File: config.mk
export PLATFORM = sky130hd
export DESIGN_NAME = pipe_loop_ctrl_flat
export DESIGN_NICKNAME = d
export VERILOG_FILES = /design/src/rtl/pipe_loop_ctrl_pkg.sv /design/src/rtl/pipe_loop_ctrl_if.sv /design/src/rtl/pipe_loop_ctrl_ii_counter.sv /design/src/rtl/pipe_loop_ctrl.sv /design/src/flat_wrapper.sv
export SDC_FILE = /design/constraint.sdc
export NUM_CORES = 1
export LEC_CHECK = 0
export BUFFER_PORTS_ARGS = -buffer_cell sky130_fd_sc_hd__clkbuf_2
export CAP_MARGIN = 20
export CORE_AREA = 2 2 87 89
export CTS_CLUSTER_SIZE = 14
export DETAILED_ROUTE_END_ITERATION = 16
export DIE_AREA = 0 0 89 91
export GPL_TIMING_DRIVEN = 0
export REMOVE_ABC_BUFFERS = 1
export SYNTH_ARGS = -nofsm -noshare
export SYNTH_HDL_FRONTEND = slang
export SYNTH_SLANG_ARGS = --single-unit
File: constraint.sdc
create_clock -name clk -period 2.1 [get_ports clk]
set_clock_uncertainty 0.1 [all_clocks]
set_input_delay 0.105 -clock clk [delete_from_list [all_inputs] [get_ports clk]]
set_output_delay 0.105 -clock clk [all_outputs]
set_load 0.01 [all_outputs]
File: src/rtl/pipe_loop_ctrl_pkg.sv
// rtl/pipe_loop_ctrl_pkg.sv - shared types and helpers for the modulo-schedule loop controller
//
// Package pipe_loop_pkg:
//   state_t   - controller FSM state (IDLE, RUN, DONE)
//   ii_width  - width of the II-slot phase counter for a given initiation interval
package pipe_loop_pkg;

  typedef enum logic [1:0] {
    IDLE = 2'd0,
    RUN  = 2'd1,
    DONE = 2'd2
  } state_t;

  // A phase counter always needs at least one bit, even when II == 1.
  function automatic int ii_width(input int ii);
    return (ii <= 1) ? 1 : $clog2(ii);
  endfunction

endpackage

File: src/rtl/pipe_loop_ctrl_if.sv
// rtl/pipe_loop_ctrl_if.sv - start/finish handshake and schedule outputs of the loop controller
//
// Optional macro: PIPE_LOOP_CTRL_STALL_EN adds the stall request signal.
// Signals:
//   start       launch request (master -> controller)
//   trip_count  iteration count N, TRIP_W bits (master -> controller)
//   stall       freeze request, macro builds only (master -> controller)
//   busy        high while the loop runs (controller -> master)
//   ii_state    II-slot phase, II_W bits (controller -> master)
//   stage_valid per-stage live-iteration bits, NUM_STAGES bits (controller -> master)
//   stage_idx   per-stage iteration index, stage s at [s*TRIP_W +: TRIP_W] (controller -> master)
//   finish      one-cycle completion pulse (controller -> master)
// Modports: master = loop owner / datapath side, slave = the controller.
interface pipe_loop_ctrl_if #(
  parameter int II         = 3,
  parameter int NUM_STAGES = 3,
  parameter int TRIP_W     = 8
);
  import pipe_loop_pkg::*;

  localparam int II_W = ii_width(II);

  logic                         start;
  logic [TRIP_W-1:0]            trip_count;
`ifdef PIPE_LOOP_CTRL_STALL_EN
  logic                         stall;
`endif
  logic                         busy;
  logic [II_W-1:0]              ii_state;
  logic [NUM_STAGES-1:0]        stage_valid;
  logic [NUM_STAGES*TRIP_W-1:0] stage_idx;
  logic                         finish;

`ifdef PIPE_LOOP_CTRL_STALL_EN
  modport master (
    output start, trip_count, stall,
    input  busy, ii_state, stage_valid, stage_idx, finish
  );

  modport slave (
    input  start, trip_count, stall,
    output busy, ii_state, stage_valid, stage_idx, finish
  );
`else
  modport master (
    output start, trip_count,
    input  busy, ii_state, stage_valid, stage_idx, finish
  );

  modport slave (
    input  start, trip_count,
    output busy, ii_state, stage_valid, stage_idx, finish
  );
`endif

endinterface

File: src/rtl/pipe_loop_ctrl_ii_counter.sv
// rtl/pipe_loop_ctrl_ii_counter.sv - II-slot phase counter with slot_end strobe
//
// Ports:
//   clk       in   clock
//   reset     in   synchronous active-high reset
//   run       in   count enable; counter is held at 0 while low
//   hold      in   freeze the phase (stall); also suppresses slot_end
//   ii_state  out  registered phase 0..II-1
//   slot_end  out  high in the last cycle of a slot (every run cycle when II == 1)
module pipe_loop_ii_counter #(
  parameter int II   = 3,
  parameter int II_W = 2
) (
  input  logic            clk,
  input  logic            reset,
  input  logic            run,
  input  logic            hold,
  output logic [II_W-1:0] ii_state,
  output logic            slot_end
);

  localparam logic [II_W-1:0] LAST = II_W'(II - 1);

  assign slot_end = run && !hold && (ii_state == LAST);

  always_ff @(posedge clk) begin
    if (reset || !run) begin
      ii_state <= '0;
    end else if (slot_end) begin
      ii_state <= '0;
    end else if (!hold) begin
      ii_state <= ii_state + II_W'(1);
    end
  end

endmodule

File: src/rtl/pipe_loop_ctrl.sv
// rtl/pipe_loop_ctrl.sv - modulo-schedule controller for hand-pipelined loops
//
// Optional macro: PIPE_LOOP_CTRL_STALL_EN (adds bus.stall; freezes the schedule in RUN).
// Ports:
//   clk    in   clock
//   reset  in   synchronous active-high reset
//   bus    slave modport of pipe_loop_ctrl_if (start, trip_count, [stall] in;
//          busy, ii_state, stage_valid, stage_idx, finish out, all registered)
module pipe_loop_ctrl import pipe_loop_pkg::*; #(
  parameter int II         = 3,
  parameter int NUM_STAGES = 3,
  parameter int TRIP_W     = 8
) (
  input logic              clk,
  input logic              reset,
  pipe_loop_ctrl_if.slave  bus
);

  localparam int II_W = ii_width(II);

  state_t                               state;
  logic                                 busy_q;
  logic                                 finish_q;
  logic [NUM_STAGES-1:0]                valid_q;
  logic [NUM_STAGES-1:0]                valid_nxt;
  logic [NUM_STAGES-1:0][TRIP_W-1:0]    idx_q;
  logic [NUM_STAGES-1:0][TRIP_W-1:0]    idx_nxt;
  logic [TRIP_W-1:0]                    issued_q;
  logic [TRIP_W-1:0]                    trip_q;
  logic                                 issue;
  logic                                 hold;
  logic                                 slot_end;
  logic [II_W-1:0]                      ii_state;

`ifdef PIPE_LOOP_CTRL_STALL_EN
  assign hold = bus.stall;
`else
  assign hold = 1'b0;
`endif

  pipe_loop_ii_counter #(
    .II   (II),
    .II_W (II_W)
  ) u_ii_counter (
    .clk      (clk),
    .reset    (reset),
    .run      (state == RUN),
    .hold     (hold),
    .ii_state (ii_state),
    .slot_end (slot_end)
  );

  // Issue counter saturates at N, so once every iteration is out stage 0
  // keeps receiving a zero valid bit and the chain drains.
  assign issue = (issued_q < trip_q);

  always_comb begin
    valid_nxt    = '0;
    idx_nxt      = '0;
    valid_nxt[0] = issue;
    idx_nxt[0]   = issued_q;
    for (int s = 1; s < NUM_STAGES; s++) begin
      valid_nxt[s] = valid_q[s-1];
      idx_nxt[s]   = idx_q[s-1];
    end
  end

  always_ff @(posedge clk) begin
    if (reset) begin
      state    <= IDLE;
      busy_q   <= 1'b0;
      finish_q <= 1'b0;
      valid_q  <= '0;
      idx_q    <= '0;
      issued_q <= '0;
      trip_q   <= '0;
    end else begin
      finish_q <= 1'b0;
      case (state)
        IDLE: begin
          if (bus.start) begin
            trip_q <= bus.trip_count;
            if (bus.trip_count == '0) begin
              state    <= DONE;
              finish_q <= 1'b1;
            end else begin
              // Iteration 0 enters stage 0 directly on acceptance.
              state    <= RUN;
              busy_q   <= 1'b1;
              valid_q  <= NUM_STAGES'(1);
              idx_q    <= '0;
              issued_q <= TRIP_W'(1);
            end
          end
        end
        RUN: begin
          // slot_end is already suppressed during stall, so everything holds.
          if (slot_end) begin
            valid_q <= valid_nxt;
            idx_q   <= idx_nxt;
            if (issue) begin
              issued_q <= issued_q + TRIP_W'(1);
            end
            // Last live iteration just left the final stage.
            if (valid_nxt == '0) begin
              state    <= DONE;
              busy_q   <= 1'b0;
              finish_q <= 1'b1;
            end
          end
        end
        DONE: begin
          state <= IDLE;
        end
        default: begin
          state <= IDLE;
        end
      endcase
    end
  end

  assign bus.busy        = busy_q;
  assign bus.finish      = finish_q;
  assign bus.ii_state    = ii_state;
  assign bus.stage_valid = valid_q;
  assign bus.stage_idx   = idx_q;

endmodule

File: src/flat_wrapper.sv
// flat-port wrapper written by rule: the top's interface ports become plain ports
module pipe_loop_ctrl_flat import pipe_loop_pkg::*;
#(
  parameter int II         = 3,
  parameter int NUM_STAGES = 3,
  parameter int TRIP_W     = 8
)
  (clk, reset, bus_start, bus_trip_count, bus_busy, bus_ii_state, bus_stage_valid, bus_stage_idx, bus_finish);
  pipe_loop_ctrl_if #(.II(II), .NUM_STAGES(NUM_STAGES), .TRIP_W(TRIP_W)) bus_i ();
  input logic clk;
  input logic reset;
  input wire logic [$bits(bus_i.start)-1:0] bus_start;
  input wire logic [$bits(bus_i.trip_count)-1:0] bus_trip_count;
  output wire logic [$bits(bus_i.busy)-1:0] bus_busy;
  output wire logic [$bits(bus_i.ii_state)-1:0] bus_ii_state;
  output wire logic [$bits(bus_i.stage_valid)-1:0] bus_stage_valid;
  output wire logic [$bits(bus_i.stage_idx)-1:0] bus_stage_idx;
  output wire logic [$bits(bus_i.finish)-1:0] bus_finish;
  assign bus_i.start = bus_start;
  assign bus_i.trip_count = bus_trip_count;
  assign bus_busy = bus_i.busy;
  assign bus_ii_state = bus_i.ii_state;
  assign bus_stage_valid = bus_i.stage_valid;
  assign bus_stage_idx = bus_i.stage_idx;
  assign bus_finish = bus_i.finish;
  pipe_loop_ctrl #(.II(II), .NUM_STAGES(NUM_STAGES), .TRIP_W(TRIP_W)) u_core (.clk(clk), .reset(reset), .bus(bus_i));
endmodule
Word-level counts from Yosys, hierarchy flattened
Index checks and enable logic that the tools add are counted.
W data, S select, Z words.
{"block": "word_totals", "output_inout_bits": 31, "ff_bits": 49, "in_bits": 11, "wordCells": 61}
{"block": "classes", "muxes": 28, "addsub": 2, "n_reduce_logical": 13, "n_eq_ne": 7, "order_cmp": 1}
{"operator": "$mux W24", "count": 3}
{"operator": "$pmux W24 S2", "count": 1}
{"operator": "$mux W8", "count": 4}
{"operator": "$pmux W8 S2", "count": 1}
{"operator": "$reduce_and A5 Y1", "count": 2}
{"operator": "$mux W3", "count": 3}
{"operator": "$add A8 B1 Y8 const B", "count": 1}
{"operator": "$logic_not A8 Y1", "count": 1}
{"operator": "$lt A8 B8 Y1", "count": 1}
{"operator": "$mux W1", "count": 8}
{"operator": "$mux W2", "count": 4}
{"operator": "$ne A2 B1 Y1 const B", "count": 3}
{"operator": "$pmux W3 S2", "count": 1}
{"operator": "$ne A2 B2 Y1 const B", "count": 2}
{"operator": "$pmux W1 S2", "count": 2}
{"operator": "$pmux W2 S2", "count": 1}
{"operator": "$reduce_and A4 Y1", "count": 1}
{"operator": "$logic_not A3 Y1", "count": 1}
{"operator": "$reduce_and A3 Y1", "count": 1}
{"operator": "$add A2 B1 Y2 const B", "count": 1}
{"operator": "$eq A2 B1 Y1 const B", "count": 1}
{"operator": "$eq A2 B2 Y1 const B", "count": 1}
{"operator": "$logic_not A2 Y1", "count": 1}
{"operator": "$reduce_and A2 Y1", "count": 1}
{"operator": "5 further kinds", "count": 5}

Longest topological paths before layout
Gate-level depths: netlist of run 1.
{"block": "logic_depth", "word_depth": 5, "depth_mapped": 8, "depth_no_buf": 7}

Hierarchy
A second synthesis of run 1 with hierarchy kept.
{"block": "hier_totals", "cells_unflattened": 240, "hier_area_um2": 2213.4}
{"module": "pipe_loop_ctrl", "cells_per_inst": 227, "area_per_inst_um2": 2113.3, "instances": 1, "seq_area_each_um2": 940.9}
{"module": "pipe_loop_ii_counter", "cells_per_inst": 13, "area_per_inst_um2": 100.1, "instances": 1, "seq_area_each_um2": 40.0}

Worst setup path before layout of run 1
OpenSTA, ideal clock, no wires.
{"block": "synth_timing", "path_type": "register -> register", "from": "register u_core.trip_q[6]", "to": "register u_core.issued_q[5]", "slack_ns": -0.160, "n_path_buf": 1, "t_arrival_ns": 2.091, "setup_ns": 0.070, "t_required_ns": 1.930, "period_less_slack_ns": 2.260, "stages_incl_launch_ff": 9, "path_cell_list": "dfxtp_1 -> inv_1 -> ha_1 -> a21o_1 -> a221o_1 -> or3_1 -> buf_2 -> or3_1 -> a21oi_1"}
{"block": "synth_via", "elab_chain_cells": 3}
{"element": "start, declared", "line_no": "pipe_loop_ctrl.sv:29", "rtl": "logic [TRIP_W-1:0] trip_q;"}
{"element": "start signal, assigned", "line_no": "pipe_loop_ctrl.sv:82", "rtl": "trip_q <= bus.trip_count;"}
{"element": "$lt A8 B8 Y1", "line_no": "pipe_loop_ctrl.sv:55", "rtl": "assign issue = (issued_q < trip_q);"}
{"element": "$ne A2 B1 Y1 (no line)"}
{"element": "$reduce_and A5 Y1 (no line)"}
{"element": "end signal, assigned", "line_no": "pipe_loop_ctrl.sv:102", "rtl": "issued_q <= issued_q + TRIP_W'(1);"}
{"element": "end, declared", "line_no": "pipe_loop_ctrl.sv:28", "rtl": "logic [TRIP_W-1:0] issued_q;"}
No other way between the ends.
A chain may end at the register's enable or synchronous reset.

Final worst setup path of run 1
{"block": "layout_timing", "from": "register u_core.issued_q[6]", "to": "register u_core.issued_q[6]"}
{"block": "layout_via", "elab_chain_cells": 4, "elab_cells_between_ends": 7, "classes_between": "1 x add/sub; 1 x order compare; 1 x eq/ne; 3 x mux; 1 x reduce/logical"}
{"element": "$add A8 B1 Y8", "line_no": "pipe_loop_ctrl.sv:102"}
{"element": "$mux W8", "line_no": "pipe_loop_ctrl.sv:101", "rtl": "if (issue) begin"}
{"element": "$mux W8", "line_no": "pipe_loop_ctrl.sv:98", "rtl": "if (slot_end) begin"}
{"element": "$pmux W8 S2", "line_no": "pipe_loop_ctrl.sv:79", "rtl": "case (state)"}
Parallel ways exist; a longest one is shown, timed or not. The select of a mux whose other input is x is not followed.

==> results of run 1 <==
## stage by stage
stage / power [mW] / cell area, µm²
4_1_cts: 1.79 / 2820
2_1_floorplan: 1.09 / 2030
3_5_place_dp: 1.16 / 2400
3_3_place_gp: 1.15 / 2360
6_report: 1.78 / 2890
5_1_grt: 1.86 / 2890
## worst min-delay path by stage
stage / start / end / cells after the start
2_1_floorplan: reset / u_core.bus.stage_idx[0] / 1
3_3_place_gp: bus_trip_count[6] / u_core.trip_q[6] / 3
3_5_place_dp: bus_trip_count[6] / u_core.trip_q[6] / 3
4_1_cts: bus_start / u_core.state[0] / 3
5_1_grt: bus_start / u_core.state[0] / 3
6_report: bus_start / u_core.state[0] / 3
## placed cells by master (no fill, tap or decap), types with 3 or more instances in the layout
master,synthesis,routed
inv_2,0,4
a21oi_1,38,37
nor4_1,7,4
dfxtp_4,0,4
clkbuf_8,0,5
nand2_1,32,32
nand3_1,30,30
ha_4,0,4
xnor2_1,3,3
nor2_1,24,23
inv_1,8,4
o21ai_0,4,3
dlygate4sd3_1,0,8
buf_4,0,13
dfxtp_2,0,5
ha_1,9,3
or3_1,4,3
dfxtp_1,49,40
nor4_4,0,3
clkbuf_2,0,41
## state kept, by name, indices dropped and copies added (netlist names)
signal	flops
u_core.trip_q	8
u_core.bus.busy	1
u_core.bus.finish	1
u_core.state	2
u_core.bus.stage_valid	3
u_core.u_ii_counter.ii_state	2
u_core.issued_q	8
u_core.bus.stage_idx	24
## where the power goes
group,internal (mW),leakage (nW),total [mW],switching [mW]
registers,0.944,0.403,0.961,0.0170
logic,0.110,0.617,0.261,0.150
clock network,0.235,0.0374,0.561,0.326
total,1.29,1.06,1.78,0.493
## layer usage
layer | part of all wire (%) | wire length [µm] | global-route usage [%] | vias to the layer above
met2 | 50 | 2720 | 21.6 | 39
met1 | 45 | 2430 | 17.1 | 941
li1 | - | - | - | 992
met5 | 0 | 0 | 0 | -
met3 | 4.0 | 216 | 3.00 | 6
met4 | 1.0 | 55 | 3.36 | 0
## worst max-delay path, stage by stage (launching register included)
cell and delay (ns):
dfxtp_4 0.36, ha_4 0.23, and3_4 0.17, a221o_1 0.34, or3_4 0.42, or3_1 0.38, a21oi_2 0.13
## kinds of logic (layout without fill, tap and decap cells)
| group | after synthesis | count (layout) | synth area share (%) |
|---|---|---|---|
| AND/OR/NAND/NOR | 114 | 114 | 26.4 |
| AO/OA/AOI/OAI | 52 | 52 | 14.8 |
| flip-flops | 49 | 49 | 46.9 |
| buffers and inverters | 24 | 80 | 4.42 |
| adder cells (fa/ha/maj) | 9 | 9 | 5.38 |
| XOR/XNOR | 3 | 3 | 1.26 |
| multiplexers | 2 | 2 | 0.956 |
## Yosys cell counts
library cell,n
or2_2,2
and3_1,1
a2111oi_1,1
a21o_1,1
nand2_1,32
nand3_1,30
nor4_1,7
o21ai_0,4
clkbuf_1,13
ha_1,9
buf_2,2
nor2b_1,1
a221o_1,1
and2_1,1
nand4_1,2
nor3_1,3
a311oi_1,2
dfxtp_1,49
nor4b_1,3
or3_1,4
a21oi_1,38
a2111oi_0,1
xnor2_1,3
nand2b_1,3
a21boi_4,1
nor3b_4,1
mux2i_1,2
nor2_1,24
a21oi_2,1
o2bb2ai_1,2
buf_1,1
inv_1,8
## timing repair
action                                  in CTS  in global routing
setup buffers                               11                  3
hold buffers                                 8                  0
hold endpoints to repair                     8                  0
pin swaps                                   15                  4
endpoints found under the setup margin      38                 33
resized for setup                           34                 14
## layout make-up
type / instances / area, µm²
timing repair buffer: 64 / 422
fill: 731 / 4250
tap: 99 / 124
clock inverter: 2 / 15.0
multi-input combinational: 180 / 1230
sequential: 49 / 1000
clock buffer: 6 / 72.6
inverter: 8 / 30.0
==> flow_summary.ini, run 1 <==
[detailed_routing]
dr_total_vias = 1978
drc = 0
ant_nets = 0
vias_per_cell = 4.85
drt-initial-drc-count = 98
routed_wl_um = 5420
wire_per_inst_um = 13.3
drtPass1Iterations = 4

[timing]
setup_tns_ns = -0.179
slew_violations = 0
final_hold_viol_count = 0
min_period_over_period_pct = 104
rsz0062_at_grt = yes
layout_setup_ws_ns = -0.0931
fmax_ghz = 0.456
min_period_ns = 2.19
final-setup-viol-count = 7
fin_hold_ws_ns = 0.00934
slew_headroom_pct = 37.4
worst_pin_slew_ns = 0.939

[place]
dp_cells = 379
dp_slack_ns = -0.666
globalplace.congestion = 0.788
dp_hpwl_um = 3220
portBuffers = 41

[logic_synthesis]
yosys_warnings = 0
ys_types = 32
synth_area_um2 = 2090
synthTopCellsByArea = dfxtp_1, a21oi_1, nand3_1, nand2_1, ha_1
netlist.area_leader.share_pct = 46.9
yosys_register_bits = 49
synth_cells = 253
yosysTopAreaCell = dfxtp_1
synth-seq-area-share_pct = 46.9
syn_area_per_cell_um2 = 8.27

[global_routing]
grt_overflow = 0
grt_pass1_wl_um = 8550
grtUsageTotal_pct = 13.1
antenna_found_initial = 0
first_global_vias = 1837
grt_max_degree = 46

[cells_and_area]
nets = 328
antenna_cells = 0
finish.utilization_pct = 40.5
syn_to_final_growth_pct = 38.1
layout-drive-gt1-share_pct = 33.0
fin_cells = 408

[critical_path]
cp-end-kind = register
worst_r2r_endpoint = u_core.issued_q[6]
reg2reg_depth = 6
crit_fanout = 5
reg2reg_from = u_core.issued_q[6]
critical_path_class = register to register
arrival_ns = 2.33
cp.required_ns = 2.24
rrSetupSlack_ns = -0.09
crit_path_start_kind = register
crit_start = u_core.issued_q[6]
critPathCapture = u_core.issued_q[6]

[cts]
cts_sinks = 49
cts_tree = built
htreeDepth = 2
insertion_delay_ns = 0.31
clock_path_buffers = 2
cts_buffers = 5
path_clk_slew_ns = 0.09
root_buffer = clkbuf_8

[power_and_ir_drop]
peakVddDrop_uv = 283
powerDensity_nw_per_um2 = 616
power.leakage_nw = 1.06

[floorplanning]
core_um2 = 7140
row_count = 31
ios = 42
die_h_um = 91
die_area_um2 = 8100
die_width_um = 89
start_util_pct = 29.3

[status]
status = finished with violations
violations = setup timing

[hold_path]
hold_class = input pin to register

[run]
maxCapViolCount = 0
No activity file was read; power rests on OpenSTA's default activity.
==> inputs of run 2 (changes only) <==
- ABC_AREA: unset -> 1
- CORE_AREA: 2 2 87 89 -> 2 2 89 91
- DIE_AREA: 0 0 89 91 -> 0 0 91 93
==> flow_summary.ini, run 2 <==
[hold_path]
hold_end = u_core.trip_q[4]
hold_class = input pin to register
min_path_cells = 3
min_from = bus_trip_count[4]

[timing]
layout_setup_ws_ns = 0.181
final-setup-viol-count = 0
slew_headroom_pct = 44.0
slew_violations = 0
min_period_ns = 1.92
worst_pin_slew_ns = 0.840
final_hold_viol_count = 0
setup_tns_ns = 0
min_period_over_period_pct = 91.4
fmax_ghz = 0.521
fin_hold_ws_ns = 0.0112

[global_routing]
grtUsageTotal_pct = 12.8
antenna_found_initial = 0
first_global_vias = 1870
grt_pass1_wl_um = 8850
grt_overflow = 0
grt_max_degree = 40

[power_and_ir_drop]
switching_share_pct = 31.2
powerDensity_nw_per_um2 = 723
clockPowerShare_pct = 28.3
power.total_mw = 1.90
power_switching_mw = 0.595
power.leakage_nw = 1.05
peakVddDrop_uv = 270
p_int_mw = 1.31
seqPwrFrac_pct = 52.0
power_frac_comb_pct = 19.7

[cells_and_area]
layout-drive-gt1-share_pct = 21.6
syn_to_final_growth_pct = 19.7
mostFrequentLayoutCells = nand2_1, dfxtp_1, a21oi_1
finish.utilization_pct = 35.0
nets = 347
final_common_cell = nand2_1
antenna_cells = 0
largest_reg_flops = 24

[floorplanning]
row_count = 32
start_util_pct = 29.2
die_h_um = 93
die_area_um2 = 8460
ios = 42
core_um2 = 7530
die_width_um = 91

[logic_synthesis]
synth_ff_type = dfxtp_1
synth.most_common_cell = nand2_1
netlist.area_leader.share_pct = 44.6
synth_common_cells = nand2_1, dfxtp_1, a21oi_1
synth_cells = 286
synthTopCellsByArea = dfxtp_1, a21oi_1, nand3_1, nand2_1, ha_1
async_reset_ff_share_pct = 0
synth_edf_count = 0
ys_types = 26
yosysTopAreaCell = dfxtp_1
yosys_register_bits = 49
synth_area_um2 = 2200
yosys_warnings = 0
synth-seq-area-share_pct = 44.6
syn_area_per_cell_um2 = 7.69

[cts]
clock_path_buffers = 2
cts_tree = built
path_clk_slew_ns = 0.09
cts_buffers = 5
cts.hold.buffers_added = 0
htreeDepth = 2
cts_sinks = 49
insertion_delay_ns = 0.30
root_buffer = clkbuf_8

[place]
dp_slack_ns = -0.522
dp_hpwl_um = 3210
globalplace.congestion = 0.800
portBuffers = 41

[critical_path]
cp.required_ns = 2.22
rrSetupSlack_ns = 0.18
critical_path_class = register to register
slowest_stage = a21oi_2
worst_r2r_endpoint = u_core.issued_q[0]
crit_path_start_kind = register
crit_fanout = 17
cpPeakStageDelay_ns = 0.48
reg2reg_depth = 7
arrival_ns = 2.04
reg2reg_from = u_core.state[0]
crit_chain = nor2_4 -> nand2_4 -> nand2_2 -> inv_2 -> a21oi_2 -> nand3_1 -> a21oi_1
cp-end-kind = register

[detailed_routing]
ant_nets = 0
dr_total_vias = 2018
routed_wl_um = 5330
vias_per_cell = 4.69
wire_per_inst_um = 12.4
drc = 0
drt-initial-drc-count = 145
drtPass1Iterations = 4

[run]
maxCapViolCount = 0

[status]
status = complete, no violations
[run 2: cell type report]
class                   count  area [µm²]
repair inverters            1        5.00
inverters                  22        88.8
clock inverters             2        10.0
well taps                 102         128
fillers                   832        4900
repair buffers             46         268
multi-input cells         202        1080
clock buffers               6        72.6
flip-flops and latches     49         982
[run 2: through the flow]
stage          instances  cell area [µm²]
2_1_floorplan        271             2110
3_3_place_gp         414             2450
3_5_place_dp         414             2450
4_1_cts              424             2560
5_1_grt              430             2630
6_report             430             2630
[run 2: metal layers]
metal	track usage (%)	wire length (µm)	part of all wire, %
met5	0	0	0
met2	21.3	2490	47
met4	4.29	66	1.2
met3	3.22	213	4.0
met1	16.3	2550	48
[run 2: cells by family after synthesis]
logic type / after synthesis / synth area share (%)
XOR/XNOR: 3 / 1.20
AND/OR/NAND/NOR: 131 / 27.8
flip-flops: 49 / 44.6
buffers and inverters: 37 / 7.63
adder cells (fa/ha/maj): 9 / 5.12
AO/OA/AOI/OAI: 57 / 13.7
[run 2: timing repair]
item	in CTS	in global routing
setup endpoints to repair	36	36
setup buffers	0	5
gates resized for setup	4	1
cloned	2	1
pin swaps	0	1
endpoints found under the hold margin	0	0
[run 2: power by group through the flow]
stage / clock [mW] / sequential, mW / combinational (mW)
after floorplan: 0 / 1.01 / 0.205
after global placement: 0 / 1.01 / 0.310
after detailed placement: 0 / 1.01 / 0.315
after CTS: 0.562 / 0.989 / 0.341
after global routing: 0.608 / 0.994 / 0.425
final: 0.538 / 0.990 / 0.375
[run 2: worst max-delay path by stage]
stage                                         start                   endpoint  depth (start not counted)
floorplan           u_core.u_ii_counter.ii_state[0]  u_core.bus.stage_valid[0]                         11
global placement    u_core.u_ii_counter.ii_state[0]  u_core.bus.stage_valid[0]                         11
detailed placement  u_core.u_ii_counter.ii_state[0]  u_core.bus.stage_valid[0]                         11
CTS                                 u_core.state[0]         u_core.issued_q[6]                          8
global route                        u_core.state[0]    u_core.bus.stage_idx[3]                          7
finish                              u_core.state[0]         u_core.issued_q[0]                          7
[run 2: worst max-delay path: cells and delay by family, from the launching register on]
family                 cells  cell delay (ns)
AOI/OAI and AO/OA          2             0.63
buffers and inverters      1             0.08
DFF                        1             0.36
and+or+nand+nor            4             0.68
